`src/rtl/mips_instr_encoder_if.sv`:
```
// Request/write-port bundle for the MIPS instruction encoder.
// master = request source and IM observer, slave = encoder.
interface mips_instr_encoder_if #(
  parameter int unsigned ADDR_W = 10
);
  logic              in_valid;
  logic              in_ready;
  logic [3:0]        op;
  logic [4:0]        rs;
  logic [4:0]        rt;
  logic [4:0]        rd;
  logic [15:0]       imm;
  logic [25:0]       target;
  logic              im_we;
  logic [ADDR_W-1:0] im_addr;
  logic [31:0]       im_wdata;
  logic [ADDR_W:0]   count;
  logic              full;
  logic              err;

  modport master (
    output in_valid, op, rs, rt, rd, imm, target,
    input  in_ready, im_we, im_addr, im_wdata, count, full, err
  );

  modport slave (
    input  in_valid, op, rs, rt, rd, imm, target,
    output in_ready, im_we, im_addr, im_wdata, count, full, err
  );
endinterface

```
`src/rtl/mips_instr_encoder.sv`:
```
// Encodes symbolic MIPS instruction requests into 32-bit words and writes
// them sequentially into instruction memory through a registered port.
module mips_instr_encoder #(
  parameter int unsigned ADDR_W = 10,
  parameter int unsigned DEPTH  = 1024
) (
  input  logic                  clk,
  input  logic                  rst,
  input  logic                  clear,
  mips_instr_encoder_if.slave   bus
);

  localparam int unsigned CNT_W = ADDR_W + 1;

  typedef enum logic [3:0] {
    OP_ADDU  = 4'd0,
    OP_SUBU  = 4'd1,
    OP_SLT   = 4'd2,
    OP_JR    = 4'd3,
    OP_ORI   = 4'd4,
    OP_LW    = 4'd5,
    OP_SW    = 4'd6,
    OP_BEQ   = 4'd7,
    OP_LUI   = 4'd8,
    OP_J     = 4'd9,
    OP_ADDI  = 4'd10,
    OP_ADDIU = 4'd11,
    OP_JAL   = 4'd12
  } op_e;

  localparam logic [5:0] OPC_RTYPE = 6'b000000;
  localparam logic [5:0] OPC_ORI   = 6'b001101;
  localparam logic [5:0] OPC_LW    = 6'b100011;
  localparam logic [5:0] OPC_SW    = 6'b101011;
  localparam logic [5:0] OPC_BEQ   = 6'b000100;
  localparam logic [5:0] OPC_LUI   = 6'b001111;
  localparam logic [5:0] OPC_J     = 6'b000010;
  localparam logic [5:0] OPC_JAL   = 6'b000011;
  localparam logic [5:0] OPC_ADDI  = 6'b001000;
  localparam logic [5:0] OPC_ADDIU = 6'b001001;
  localparam logic [5:0] FN_ADDU   = 6'b100001;
  localparam logic [5:0] FN_SUBU   = 6'b100011;
  localparam logic [5:0] FN_SLT    = 6'b101010;
  localparam logic [5:0] FN_JR     = 6'b001000;

  logic              im_we_q,    im_we_d;
  logic [ADDR_W-1:0] im_addr_q,  im_addr_d;
  logic [31:0]       im_wdata_q, im_wdata_d;
  logic [CNT_W-1:0]  count_q,    count_d;
  logic              full_q,     full_d;
  logic              err_q,      err_d;

  logic        in_ready_c;
  logic        accept_c;
  logic        legal_c;
  logic [31:0] enc_c;

  // Combinational encode of the request fields; legal_c flags ops 0..12.
  always_comb begin
    enc_c   = '0;
    legal_c = 1'b1;
    case (bus.op)
      OP_ADDU:  enc_c = {OPC_RTYPE, bus.rs, bus.rt, bus.rd, 5'b0, FN_ADDU};
      OP_SUBU:  enc_c = {OPC_RTYPE, bus.rs, bus.rt, bus.rd, 5'b0, FN_SUBU};
      OP_SLT:   enc_c = {OPC_RTYPE, bus.rs, bus.rt, bus.rd, 5'b0, FN_SLT};
      OP_JR:    enc_c = {OPC_RTYPE, bus.rs, 15'b0, FN_JR};
      OP_ORI:   enc_c = {OPC_ORI,   bus.rs, bus.rt, bus.imm};
      OP_LW:    enc_c = {OPC_LW,    bus.rs, bus.rt, bus.imm};
      OP_SW:    enc_c = {OPC_SW,    bus.rs, bus.rt, bus.imm};
      OP_BEQ:   enc_c = {OPC_BEQ,   bus.rs, bus.rt, bus.imm};
      OP_LUI:   enc_c = {OPC_LUI,   5'b0,   bus.rt, bus.imm};
      OP_J:     enc_c = {OPC_J,     bus.target};
      OP_ADDI:  enc_c = {OPC_ADDI,  bus.rs, bus.rt, bus.imm};
      OP_ADDIU: enc_c = {OPC_ADDIU, bus.rs, bus.rt, bus.imm};
      OP_JAL:   enc_c = {OPC_JAL,   bus.target};
      default:  legal_c = 1'b0;
    endcase
  end

  assign in_ready_c = ~full_q & ~clear & ~rst;
  assign accept_c   = bus.in_valid & in_ready_c;

  // The count doubles as the write pointer; it never wraps because full
  // blocks further accepts.
  always_comb begin
    im_we_d    = 1'b0;
    im_addr_d  = im_addr_q;
    im_wdata_d = im_wdata_q;
    count_d    = count_q;
    full_d     = full_q;
    err_d      = err_q;
    if (clear) begin
      count_d = '0;
      full_d  = 1'b0;
      err_d   = 1'b0;
    end else if (accept_c) begin
      if (legal_c) begin
        im_we_d    = 1'b1;
        im_addr_d  = count_q[ADDR_W-1:0];
        im_wdata_d = enc_c;
        count_d    = count_q + CNT_W'(1);
        full_d     = (count_d == CNT_W'(DEPTH));
      end else begin
        err_d = 1'b1;
      end
    end
  end

  always_ff @(posedge clk or posedge rst) begin
    if (rst) begin
      im_we_q    <= 1'b0;
      im_addr_q  <= '0;
      im_wdata_q <= '0;
      count_q    <= '0;
      full_q     <= 1'b0;
      err_q      <= 1'b0;
    end else begin
      im_we_q    <= im_we_d;
      im_addr_q  <= im_addr_d;
      im_wdata_q <= im_wdata_d;
      count_q    <= count_d;
      full_q     <= full_d;
      err_q      <= err_d;
    end
  end

  assign bus.in_ready = in_ready_c;
  assign bus.im_we    = im_we_q;
  assign bus.im_addr  = im_addr_q;
  assign bus.im_wdata = im_wdata_q;
  assign bus.count    = count_q;
  assign bus.full     = full_q;
  assign bus.err      = err_q;

endmodule

```
`src/flat_wrapper.sv`:
```
// flat-port wrapper written by rule: the top's interface ports become plain ports
module mips_instr_encoder_flat 
#(
  parameter int unsigned ADDR_W = 10,
  parameter int unsigned DEPTH  = 1024
)
  (clk, rst, clear, bus_in_valid, bus_op, bus_rs, bus_rt, bus_rd, bus_imm, bus_target, bus_in_ready, bus_im_we, bus_im_addr, bus_im_wdata, bus_count, bus_full, bus_err);
  mips_instr_encoder_if #(.ADDR_W(ADDR_W)) bus_i ();
  input  logic clk;
  input  logic rst;
  input  logic clear;
  input wire logic [$bits(bus_i.in_valid)-1:0] bus_in_valid;
  input wire logic [$bits(bus_i.op)-1:0] bus_op;
  input wire logic [$bits(bus_i.rs)-1:0] bus_rs;
  input wire logic [$bits(bus_i.rt)-1:0] bus_rt;
  input wire logic [$bits(bus_i.rd)-1:0] bus_rd;
  input wire logic [$bits(bus_i.imm)-1:0] bus_imm;
  input wire logic [$bits(bus_i.target)-1:0] bus_target;
  output wire logic [$bits(bus_i.in_ready)-1:0] bus_in_ready;
  output wire logic [$bits(bus_i.im_we)-1:0] bus_im_we;
  output wire logic [$bits(bus_i.im_addr)-1:0] bus_im_addr;
  output wire logic [$bits(bus_i.im_wdata)-1:0] bus_im_wdata;
  output wire logic [$bits(bus_i.count)-1:0] bus_count;
  output wire logic [$bits(bus_i.full)-1:0] bus_full;
  output wire logic [$bits(bus_i.err)-1:0] bus_err;
  assign bus_i.in_valid = bus_in_valid;
  assign bus_i.op = bus_op;
  assign bus_i.rs = bus_rs;
  assign bus_i.rt = bus_rt;
  assign bus_i.rd = bus_rd;
  assign bus_i.imm = bus_imm;
  assign bus_i.target = bus_target;
  assign bus_in_ready = bus_i.in_ready;
  assign bus_im_we = bus_i.im_we;
  assign bus_im_addr = bus_i.im_addr;
  assign bus_im_wdata = bus_i.im_wdata;
  assign bus_count = bus_i.count;
  assign bus_full = bus_i.full;
  assign bus_err = bus_i.err;
  mips_instr_encoder #(.ADDR_W(ADDR_W), .DEPTH(DEPTH)) u_core (.clk(clk), .rst(rst), .clear(clear), .bus(bus_i));
endmodule
```
`config.mk`:
```
export PLATFORM = sky130hd
export DESIGN_NAME = mips_instr_encoder_flat
export DESIGN_NICKNAME = d
export VERILOG_FILES = /design/src/rtl/mips_instr_encoder_if.sv /design/src/rtl/mips_instr_encoder.sv /design/src/flat_wrapper.sv
export SDC_FILE = /design/constraint.sdc
export NUM_CORES = 1
export LEC_CHECK = 0
export BUFFER_PORTS_ARGS = -buffer_cell sky130_fd_sc_hd__buf_2
export CAP_MARGIN = 20
export CORE_UTILIZATION = 44
export CTS_CLUSTER_DIAMETER = 60
export DETAILED_ROUTE_END_ITERATION = 10
export MAX_ROUTING_LAYER = met4
export PLACE_DENSITY = 0.86
export SETUP_SLACK_MARGIN = 0.2
export SYNTH_ARGS = -nofsm -noshare
export SYNTH_HDL_FRONTEND = slang
export SYNTH_SLANG_ARGS = --single-unit
```
`constraint.sdc`:
```
create_clock -name clk -period 1.5 [get_ports clk]
set_input_delay 0.15 -clock clk [delete_from_list [all_inputs] [get_ports clk]]
set_output_delay 0.15 -clock clk [all_outputs]
set_load 0.02 [all_outputs]
```
==> impl_metrics.py <==
metrics = {
    "clock_network": {
        "clk_latency_ns": 0.32,
        "cts_tree": "yes",
        "clock_path_buffers": 2,
        "numCtsBuffers": 5,
        "cts.sinks": 55,
        "clockRootBuffer": "clkbuf_8",
        "path_clk_slew_ns": 0.11,
        "htree_levels": 2,
    },
    "cells_and_area": {
        "diodes": 0,
        "nets": 593,
        "post-route-util_pct": 74.8,
        "final_common_cell": "buf_2",
        "layout-drive-gt1-share_pct": 57.3,
        "fillers": 420,
        "mostFrequentLayoutCells": "buf_2, buf_4, dfrtp_1",
        "synthToLayoutAreaGrowth_pct": 64.2,
    },
    "grt": {
        "grt_first_pass_wirelength_mm": 17.2,
        "antenna_found_initial": 0,
        "grt_usage_pct": 30.7,
        "grt_pass1_vias": 3439,
        "grt_max_degree": 23,
        "grt_remaining_overflow": 0,
    },
    "pwr": {
        "p_clk_share_pct": 28.0,
        "combPwrFrac_pct": 30.1,
        "pwr_density_cell_mw_per_mm2": 848,
        "p_total_mw": 4.29,
        "p_sw_share_pct": 33.4,
        "internal_power_mw": 2.85,
        "seq_power_share_pct": 41.8,
        "ir_drop_mv": 0.561,
        "p_switching_mw": 1.43,
        "p_leak_nw": 2.44,
    },
    "floorplan": {
        "io_pins": 122,
        "fp.dieH_um": 85.6,
        "die_w_um": 85.6,
        "start_util_pct": 45.5,
        "die_area_mm2": 0.00733,
        "coreArea_mm2": 0.00676,
        "rows": 30,
    },
    "critical_path": {
        "cp-end-kind": "register",
        "r2r_end": "u_core.bus.count[6]",
        "max_stage_delay_ns": 0.45,
        "r2r_start": "u_core.bus.full",
        "critical_path_class": "register to register",
        "worstPathCellList": "nor4b_4 > buf_4 > buf_6 > o21ai_4 > or3_1 > o21ai_1",
        "crit_fanout": 5,
        "r2r_cells": 6,
        "required_ns": 1.74,
        "reg2reg_slack_ns": -0.20,
        "cp_data_arrival_time_ns": 1.94,
        "critPathLaunchType": "register",
        "critPathSlowestCell": "dfrtp_2",
    },
    "timing": {
        "worst_slack_ns": -0.196,
        "drv_slew": 0,
        "rsz0062_at_grt": "yes",
        "tightestPinTransition_ns": 0.731,
        "slew_headroom_pct": 51.1,
        "setup-violations-final": 47,
        "period_share_pct": 113,
        "hold_viol": 0,
        "skew_ns": 0.00407,
        "period_needed_ns": 1.70,
        "fmax_mhz": 590,
    },
    "detailed_routing": {
        "routed_wirelength_mm": 12.3,
        "vias": 3773,
        "ant_nets": 0,
        "routed_via_density": 6.22,
        "first_pass_iters": 5,
        "drc_errors": 0,
        "wl_per_cell_um": 20.3,
        "drtIter0Drc": 517,
    },
    "yosys": {
        "synthesis.nets": 412,
        "synth_cell_types": 61,
        "ys.flop_type": "dfrtp_1",
        "ys_async_sr_fraction_pct": 100,
        "ys_warn_count": 0,
        "ys_seq_area_share_pct": 44.7,
        "synth_area_mm2": 0.00308,
        "synth_edf_count": 0,
        "syn_avg_cell_area_um2": 8.92,
        "yosys_register_bits": 55,
        "synth_cells": 345,
    },
    "min_path": {
        "whs_endpoint": "u_core.bus.im_wdata[10]",
        "worstHoldPathCells": 3,
        "hold_start": "bus_imm[10]",
        "hold_path.class": "primary input to register",
    },
    "place": {
        "portBuffers": 120,
        "hpwlAfterDp_mm": 6.93,
        "place.gp.congestion": 0.925,
    },
    "outcome": {
        "violations": "negative setup slack",
        "status": "finished with violations",
    },
    "job": {
        "max_cap_viol_count": 0,
    },
}
[worst max-delay path by stage]
stage / from / end / slack [ns] / cells after the start
after global placement: u_core.bus.full / u_core.bus.im_wdata[26] / -0.11 / 4
after global routing: u_core.bus.full / u_core.bus.count[6] / -0.22 / 6
after floorplan: u_core.bus.full / u_core.bus.count[7] / -0.12 / 5
after detailed placement: u_core.bus.full / u_core.bus.im_wdata[26] / -0.16 / 5
after CTS: u_core.bus.full / u_core.bus.im_wdata[26] / -0.13 / 5
final: u_core.bus.full / u_core.bus.count[6] / -0.20 / 6
[state kept, by name (all words and copies together) (netlist names)]
signal               flops
u_core.bus.im_wdata     31
u_core.bus.count        11
u_core.bus.im_addr      10
u_core.bus.err           1
u_core.bus.full          1
u_core.bus.im_we         1
[stage by stage]
stage | worst slack, ns | hold slack (ns) | setup TNS [ns] | instance area (um^2) | instances
6_report | -0.196 | 0.0715 | -3.64 | 5050 | 607
5_1_grt | -0.216 | 0.0817 | -5.42 | 5050 | 607
4_1_cts | -0.126 | 0.0715 | -2.16 | 4730 | 599
3_5_place_dp | -0.161 | 0.408 | -3.05 | 4190 | 577
3_3_place_gp | -0.114 | 0.391 | -1.70 | 4190 | 577
2_1_floorplan | -0.121 | 0.216 | -4.77 | 3190 | 345
[final cells by class]
cell class	instances	area, um^2	share of cell area [%]
clock buffers	6	72.6	1.44
well taps	80	100	1.98
repair buffers	200	1440	28.5
multi-input cells	253	1950	38.5
flip-flops and latches	55	1380	27.4
inverters	11	50.0	0.991
clock inverters	2	60.1	1.19
[layer usage]
layer | GRT usage [%] | part of all wire, % | vias to the layer above
met5 | - | 0 | -
met4 | 12.0 | 4.6 | 0
met3 | 5.10 | 8.1 | 55
met2 | 49.0 | 49 | 259
met1 | 39.2 | 38 | 1834
li1 | - | - | 1625
[critical path: cells and delay by family (launching register included)]
kind | cells | cell delay, ns
and+or+nand+nor | 2 | 0.67
DFF | 1 | 0.45
buffers and inverters | 2 | 0.32
AOI/OAI and AO/OA | 2 | 0.19
[kinds of logic after synthesis]
family,after synthesis,synth area share [%]
AOI/OAI and AO/OA,114,26.0
xor gates and xnor gates,3,0.854
adders and majority gates,2,0.813
buffers and inverters,39,6.10
DFF,55,44.7
muxes,5,1.83
other,1,0.122
and+or+nand+nor,126,19.5
[repair_timing]
action,4_1_cts,5_1_grt
resized for setup,59,54
buffers inserted,9,6
pin swaps,36,18
setup endpoints to repair,55,57
cloned,5,2
hold buffers,0,0
[synth_stat cells, types with 5 or more instances]
cell | n | area, um^2
a222oi_1 | 5 | 50.1
buf_2 | 14 | 70.1
nor2_1 | 31 | 116
nand2_1 | 52 | 195
inv_1 | 10 | 37.5
o21ai_1 | 14 | 70.1
o21ai_0 | 16 | 80.1
clkbuf_1 | 9 | 33.8
nand3_1 | 10 | 50.1
mux2_2 | 5 | 56.3
a32oi_1 | 5 | 43.8
a21oi_1 | 19 | 95.1
nor2b_1 | 7 | 43.8
dfrtp_1 | 55 | 1380
o31ai_1 | 5 | 37.5
a221oi_1 | 13 | 114
[power groups by stage]
stage | sequential [mW] | combinational, mW | clock, mW
final | 1.79 | 1.29 | 1.20
after global routing | 1.81 | 1.37 | 1.24
after CTS | 1.77 | 1.18 | 1.19
after detailed placement | 1.79 | 1.06 | 0
after global placement | 1.78 | 1.04 | 0
after floorplan | 2.01 | 0.403 | 0
No activity file was read; power rests on OpenSTA's default activity.
